===== config.mk =====
export PLATFORM = sky130hd
export DESIGN_NAME = ds_dac_sl
export DESIGN_NICKNAME = d
export VERILOG_FILES = /design/src/rtl/ds_dac_sl.sv
export SDC_FILE = /design/constraint.sdc
export NUM_CORES = 1
export LEC_CHECK = 0
export ABC_CLOCK_PERIOD_IN_PS = 3250
export BUFFER_PORTS_ARGS = -buffer_cell sky130_fd_sc_hd__buf_4
export CAP_MARGIN = 20
export CORE_MARGIN = 2
export CORE_UTILIZATION = 50
export CTS_BUF_LIST = sky130_fd_sc_hd__clkbuf_2 sky130_fd_sc_hd__clkbuf_4 sky130_fd_sc_hd__clkbuf_8
export DETAILED_ROUTE_END_ITERATION = 12
export PLACE_DENSITY = 0.8
export SLEW_MARGIN = 20
export SYNTH_ARGS = -nofsm -noshare
export SYNTH_HDL_FRONTEND = slang
export SYNTH_SLANG_ARGS = --single-unit

===== constraint.sdc =====
create_clock -name clk50m -period 3.25 [get_ports clk50m]
set_clock_uncertainty 0.2 [all_clocks]
set_input_delay 0.1625 -clock clk50m [delete_from_list [all_inputs] [get_ports clk50m]]
set_output_delay 0.1625 -clock clk50m [all_outputs]
set_load 0.01 [all_outputs]

===== src/rtl/ds_dac_sl.sv =====
// ds_dac_sl -- 1-bit delta-sigma DAC modulator.
//
// Converts an unsigned DIN_W-bit sample stream into a registered 1-bit
// bitstream whose density of ones tracks din / 2^DIN_W.
//
// Build options:
//   DS_DAC_SL_SECOND_ORDER_EN  undefined (default): first-order phase
//                              accumulator, dout is the carry-out.
//                              defined: second-order loop with two
//                              saturating signed integrators.
//
// Reset is synchronous and active-high on the port named rst_n (the name
// is inherited from the surrounding codebase). Reset wins over clk_enable.
// The modulator state only advances on cycles with clk_enable=1; ce_out is
// clk_enable delayed by one clock and qualifies each dout sample.

module ds_dac_sl #(
    parameter int DIN_W = 16
) (
    input  logic             clk50m,
    input  logic             rst_n,
    input  logic             clk_enable,
    input  logic [DIN_W-1:0] din,
    output logic             ce_out,
    output logic             dout
);

    logic r_ce_out;
    logic r_dout;

    assign ce_out = r_ce_out;
    assign dout   = r_dout;

    // Delay the clock enable by one clock so downstream logic knows which
    // dout samples are fresh; runs regardless of clk_enable.
    always_ff @(posedge clk50m) begin
        // NOTE: reset is sampled on the clock edge (synchronous), so it
        // belongs inside the edge-triggered block rather than its
        // sensitivity list; all state uses non-blocking assignments.
        if (rst_n) begin
            r_ce_out <= 1'b0;
        end else begin
            r_ce_out <= clk_enable;
        end
    end

`ifdef DS_DAC_SL_SECOND_ORDER_EN

    // Integrators are four bits wider than the sample to give headroom for
    // the loop swing; the extended width leaves two more guard bits so the
    // pre-saturation sums can never wrap.
    localparam int IW = DIN_W + 4;
    localparam int EW = DIN_W + 6;

    localparam logic signed [EW-1:0] HALF   = EW'(2 ** (DIN_W - 1));
    localparam logic signed [EW-1:0] SAT_HI = EW'(2 ** (IW - 1) - 1);
    localparam logic signed [EW-1:0] SAT_LO = -SAT_HI - EW'(1);

    logic signed [IW-1:0] r_i1;
    logic signed [IW-1:0] r_i2;

    logic signed [EW-1:0] w_x;
    logic signed [EW-1:0] w_fb;
    logic signed [EW-1:0] w_i1_ext;
    logic signed [EW-1:0] w_i2_ext;
    logic signed [IW-1:0] w_i1n;
    logic signed [IW-1:0] w_i2n;

    // Clamp an extended-width sum into the integrator range instead of
    // letting it wrap, which would flip the loop's sign and destabilise it.
    function automatic logic signed [IW-1:0] sat(input logic signed [EW-1:0] v);
        if (v > SAT_HI) begin
            return SAT_HI[IW-1:0];
        end else if (v < SAT_LO) begin
            return SAT_LO[IW-1:0];
        end else begin
            return v[IW-1:0];
        end
    endfunction

    // Offset the unsigned sample to a signed value centred on zero, and
    // pick the feedback level from the previous output bit.
    assign w_x  = $signed({{(EW - DIN_W){1'b0}}, din}) - HALF;
    assign w_fb = r_dout ? HALF : -HALF;

    // Two cascaded integrators; the second sees the already-updated first.
    assign w_i1_ext = {{(EW - IW){r_i1[IW-1]}}, r_i1} + w_x - w_fb;
    assign w_i1n    = sat(w_i1_ext);
    assign w_i2_ext = {{(EW - IW){r_i2[IW-1]}}, r_i2}
                    + {{(EW - IW){w_i1n[IW-1]}}, w_i1n} - w_fb;
    assign w_i2n    = sat(w_i2_ext);

    // Advance both integrators and quantise the second on enabled cycles.
    always_ff @(posedge clk50m) begin
        if (rst_n) begin
            r_i1   <= '0;
            r_i2   <= '0;
            r_dout <= 1'b0;
        end else if (clk_enable) begin
            r_i1   <= w_i1n;
            r_i2   <= w_i2n;
            r_dout <= ~w_i2n[IW-1];
        end
    end

`else

    logic [DIN_W-1:0] r_acc;
    logic [DIN_W:0]   w_sum;

    // The carry out of the accumulator is the output bit; overflow is the
    // modulation mechanism, so the sum is deliberately left to wrap.
    assign w_sum = {1'b0, r_acc} + {1'b0, din};

    // Advance the phase accumulator and register the carry on enabled cycles.
    always_ff @(posedge clk50m) begin
        if (rst_n) begin
            r_acc  <= '0;
            r_dout <= 1'b0;
        end else if (clk_enable) begin
            r_acc  <= w_sum[DIN_W-1:0];
            r_dout <= w_sum[DIN_W];
        end
    end

`endif

endmodule


==> results of run 1 <==
[sequential cells by signal (all words and copies together) (netlist names)]
register / cells
dout: 1
r_acc: 16
ce_out: 1
[final cells by class]
| cell class | instances | area [um2] | area share [%] |
|---|---|---|---|
| Timing Repair Buffer | 20 | 150 | 8.93 |
| Sequential cell | 18 | 360 | 21.4 |
| Tap cell | 31 | 38.8 | 2.31 |
| Clock buffer | 4 | 36.3 | 2.16 |
| Inverter | 3 | 11.3 | 0.670 |
| Multi-Input combinational cell | 154 | 1080 | 64.5 |
[worst max-delay path: stages, from the launching register on]
cell and delay [ns]:
dfxtp_1 0.33, ha_1 0.21, fa_1 0.41, a21o_1 0.23
a311o_2 0.41, and2_1 0.16, a2111o_1 0.35, nand3_1 0.07
[placed cells by master, fill, tap and decap left out, drive strengths merged, types with 2 or more instances in the layout]
cell,instances
dfxtp,18
and2,3
a21oi,15
nand2,13
xnor2,2
mux2i,6
clkbuf,4
buf,20
nor2,15
xor2,3
o21ai,8
nand2b,3
o211ai,5
or3,3
nand3b,2
or3b,2
and3,4
ha,16
nand3,9
nor3,4
o22ai,2
nor3b,6
nand4,3
inv,3
o211a,2
a31o,2
a21o,6
o21a,3
[how the worst min path moves through the flow]
stage / start / endpoint / slack [ns]
after CTS: rst_n / r_acc[3] / 0.00005
final: rst_n / r_acc[3] / -0.003
after global placement: r_acc[6] / r_acc[6] / 0.24
after floorplan: rst_n / r_acc[13] / 0.16
after global routing: rst_n / r_acc[4] / 0.01
after detailed placement: r_acc[6] / r_acc[6] / 0.27
[cell families after synthesis]
family / count (synthesis) / synth area share, %
muxes: 6 / 4.05
xor gates and xnor gates: 5 / 2.95
DFF: 18 / 24.3
and+or+nand+nor: 72 / 26.3
AOI/OAI and AO/OA: 54 / 25.0
buffers and inverters: 10 / 2.53
adders and majority gates: 17 / 14.9
[through the flow]
stage | instance area [um2] | setup slack, ns | hold slack [ns] | cells | power (mW)
after floorplan | 1480 | 0.965 | 0.158 | 182 | 0.522
after global placement | 1650 | 0.927 | 0.241 | 226 | 0.588
after detailed placement | 1650 | 0.841 | 0.267 | 226 | 0.606
after CTS | 1680 | 0.820 | 0.0000500 | 230 | 0.751
after global routing | 1680 | 0.737 | 0.0146 | 230 | 0.806
final | 1680 | 0.825 | -0.00319 | 230 | 0.754
[power groups by stage]
stage	Sequential (mW)	Combinational (mW)	Clock (mW)
6_report	0.273	0.335	0.147
4_1_cts	0.272	0.332	0.146
3_3_place_gp	0.274	0.313	0
5_1_grt	0.276	0.374	0.157
3_5_place_dp	0.277	0.330	0
2_1_floorplan	0.272	0.250	0
[routing by layer]
layer	GRT usage [%]	vias up	part of all wire [%]
li1	-	726	-
met1	28.4	715	43
met2	41.3	43	49
met3	3.74	16	4.6
met4	13.3	0	3.0
met5	0	-	0
==> impl_metrics.toml, run 1 <==
[synthesis]
synth_ff_type = "dfxtp_1"
ys_seq_elements = 18
ys_warn_count = 0
syn-num-nets = 218
synth_top_cell_area_share_pct = 24.3
synth_area_leaders = "dfxtp_1 24%, ha_1 14%, a21oi_1 5.1%, mux2i_1 4.1%, nor2_1 3.8%"
yosysSeqAreaShare_pct = 24.3
yosys.area.top_type = "dfxtp_1"
netlist_top_cells_count = "18 x dfxtp_1, 16 x ha_1, 15 x a21oi_1, 15 x nor2_1, 13 x nand2_1"
syn_avg_cell_area_um2 = 8.15
async_flop_share_pct = 0
synth_enable_flop_cells = 0
synth_most_common_cell = "dfxtp_1"
synthDistinctLibCells = 47
synth_area_um2 = 1480
syn_inst = 182

[timing]
rsz0062_at_grt = "false"
hold_viol = 1
drv_slew = 0
period_minus_slack_ns = 2.42
relSlewSlack_pct = 75.3
timing.hold.ws_ns = -0.00319
post-route-period-util_pct = 74.6
max_freq_mhz = 412
tightest_slew_ns = 0.369
tns_ns = 0
setup_viol = 0

[layout]
final_util_pct = 60.5
syn_to_final_growth_pct = 13.4
fillerInstances = 258
drive_gt1_share_pct = 15.1
insertedDiodeCount = 0
nets = 236

[setup_path]
end_kind = "register"
worstSetupStartpointType = "register"
path_max_fanout = 3
worstReg2RegEnd = "r_acc[12]"
crit_path_start = "r_acc[0]"
reg2reg_depth = 7
reg2reg_from = "r_acc[0]"
regToRegSetupSlack_ns = 0.83
required_ns = 3.30
critPathArrivalTime_ns = 2.48
critical_path_class = "register to register"
cp-endpoint = "r_acc[12]"

[placement]
hpwl_um = 2810
place_congestion = 0.925
io_buffers = 20

[clock_tree]
hold_buffers = 0
clock_sinks = 18
cts_setup_buffers = 0
cts_buffer_depth = 2
cts_tree = "built"
cts_root_buf = "clkbuf_4"
htreeDepth = 1
clkLatencyLatePin_ns = 0.31
ctsResizeCount = 0
cts_buffers = 3
path_clk_slew_ns = 0.11

[routing]
remaining_drc_errors = 0
post_drt_wl_per_cell_um = 16.3
drtPass1Iterations = 4
viasPerCell = 6.52
drtIter0Drc = 42
num_vias = 1500
routed_wl_um = 3760
drtAntennaViolNets = 0

[grt]
grt_pass1_wl_um = 6420
grt_start_max_net_pins = 29
grt_overflow = 0
grt_antenna_before_repair = 0
track_usage_pct = 24.0
grt_pass1_vias = 1541

[power]
p_leak_nw = 0.790
power_frac_seq_pct = 36.2
ir_drop_mv = 0.316
p_int_mw = 0.470
power_frac_comb_pct = 44.4
power.density_nw_per_um2 = 449
power_switching_mw = 0.285
swShare_pct = 37.7
clock_power_share_pct = 19.5

[floorplanning]
die_h_um = 58.5
core.rowCount = 19
die_w_um = 58.5
ios = 21
start_util_pct = 53.3
dieArea_um2 = 3420
coreArea_um2 = 2780

[run_status]
violations = "hold timing"
status = "finished, violations left"

[job]
max-cap-violations = 0

[hold_path]
whs_path_depth = 2
hp-class = "primary input to register"
No activity file was read; power rests on OpenSTA's default activity.
==> inputs of run 2 (changes only) <==
ABC_CLOCK_PERIOD_IN_PS = 2450   (was 3250)
clock period = 2.45 ns   (was 3.25 ns; I/O delays follow)
==> run 2 against run 1 <==
  * The run now ends clean
  * Global-route usage decreased by 0.94 points
  * Total power increased by 33%
  * Clock power increased by 31%
  * Maximum frequency increased by 3.2%
  * Sequential share of layout area decreased by 0.35 points
  * Flip-flop and latch count unchanged
  * Count of clock-buffer cells in the layout unchanged
  * Critical path type unchanged
  * Via count decreased by 1.7%
  * Non-clock buffer count increased by 3
  * First-iteration DRC count increased by 43%
==> impl_metrics.toml, run 2 (synthesis gave the netlist of run 1 again) <==
[layout]
drive_gt1_share_pct = 16.3
layout_commonest_cell = "buf_4"
largest_register = "r_acc"
final_util_pct = 61.4
insertedDiodeCount = 0
largest_reg_flops = 16
final_cell_mix = "22 x buf_4, 18 x dfxtp_1, 16 x ha_1"
finalInstanceArea_um2 = 1710
fillerInstances = 269
nets = 239
syn_to_final_growth_pct = 15.3

[routing]
drtIter0Drc = 60
routed_wl_um = 3540
drtAntennaViolNets = 0
wl_met2_um = 1690
drtPass1Iterations = 4
num_vias = 1474
post_drt_wl_per_cell_um = 15.2
wl_met3_um = 225
viasPerCell = 6.33
topRoutingLayerUsed = "met4"
wl_met1_um = 1580
remaining_drc_errors = 0

[setup_path]
cpPeakStageDelay_ns = 0.41
end_kind = "register"
critPathArrivalTime_ns = 2.39
path_max_fanout = 3
path_cells = "ha_1 > fa_2 > a21o_1 > a311o_2 > and2_1 > a2111o_1 > nand3_1"
critical_path_class = "register to register"
worstSetupStartpointType = "register"
required_ns = 2.50
cp_slowest_cell = "a311o_2"

[placement]
hpwl_um = 2670
dp_slack_ns = 0.0681
io_buffers = 20
place_congestion = 0.910
dpl_cell_area_um2 = 1660

[clock_tree]
cts_setup_buffers = 0
cts_buffers = 3
clock_sinks = 18
cts_buffer_depth = 2
htreeDepth = 1
cts_root_buf = "clkbuf_4"
clkLatencyLatePin_ns = 0.30
path_clk_slew_ns = 0.11
cts_tree = "built"

[timing]
drv_slew = 0
max_freq_mhz = 426
post-route-period-util_pct = 95.9
tns_ns = 0
period_minus_slack_ns = 2.35
rsz0062_at_grt = "false"
tightest_slew_ns = 0.356
relSlewSlack_pct = 76.2
hold_viol = 0
timing.hold.ws_ns = 0.00643
setup_slack_ns = 0.102
setup_viol = 0

[grt]
grt_pass1_vias = 1425
track_usage_pct = 23.1
grt_overflow = 0
grt_antenna_before_repair = 0
grt_start_max_net_pins = 29
grt_pass1_wl_um = 6180

[floorplanning]
start_util_pct = 53.3
die_w_um = 58.5
core.rowCount = 19
dieArea_um2 = 3420
coreArea_um2 = 2780
die_h_um = 58.5
ios = 21

[job]
max-cap-violations = 0

[power]
p_leak_nw = 0.802
ir_drop_mv = 0.394
power.density_nw_per_um2 = 587

[run_status]
status = "complete, no violations"

[hold_path]
hp-class = "primary input to register"
==> run 2: what timing repair did <==
| item | in CTS | in global routing |
|---|---|---|
| hold buffers | 1 | 0 |
| hold endpoints to repair | 6 | 0 |
| resized for setup | 0 | 1 |
| setup endpoints to repair | 0 | 2 |
==> run 2: through the flow <==
step	std cells	total power, mW
after floorplan	182	0.693
after global placement	228	0.787
after detailed placement	228	0.809
after CTS	233	1.00
after global routing	233	1.07
final	233	1.00
==> run 2: layout make-up <==
| class | instances | area (um2) | area share [%] |
|---|---|---|---|
| clock buffer | 4 | 36.3 | 2.12 |
| tap | 31 | 38.8 | 2.27 |
| sequential | 18 | 360 | 21.1 |
| inverter | 3 | 11.3 | 0.659 |
| multi-input combinational | 154 | 1090 | 63.6 |
| timing repair buffer | 23 | 175 | 10.2 |
==> run 2: path summary, 6_finish.rpt <==
path | to | cells after the start | slack [ns] | from
hold / removal | r_acc[0] | 4 | 0.006 | din[0]
hold reg to reg | r_acc[5] | 2 | 0.28 | r_acc[5]
setup / recovery | r_acc[12] | 7 | 0.10 | r_acc[0]
setup reg to reg | r_acc[12] | 7 | 0.10 | r_acc[0]
==> run 2: where the power goes <==
group          total [mW]  leakage (nW)  switching, mW  internal [mW]
registers           0.363         0.149         0.0268          0.336
clock network       0.192        0.0210          0.101         0.0906
logic               0.448         0.632          0.244          0.203
==> run 2: layer usage <==
layer | vias to the layer above | GRT usage [%]
met4 | 0 | 7.97
met3 | 7 | 3.08
met2 | 56 | 38.7
met1 | 681 | 30.3
li1 | 730 | -
met5 | - | 0
==> run 2: critical path, delay by kind of cell, from the launching register on <==
family,cells,cell delay (ns)
AOI/OAI and AO/OA,3,0.98
adders and majority gates,2,0.56
DFF,1,0.33
and+or+nand+nor,2,0.23
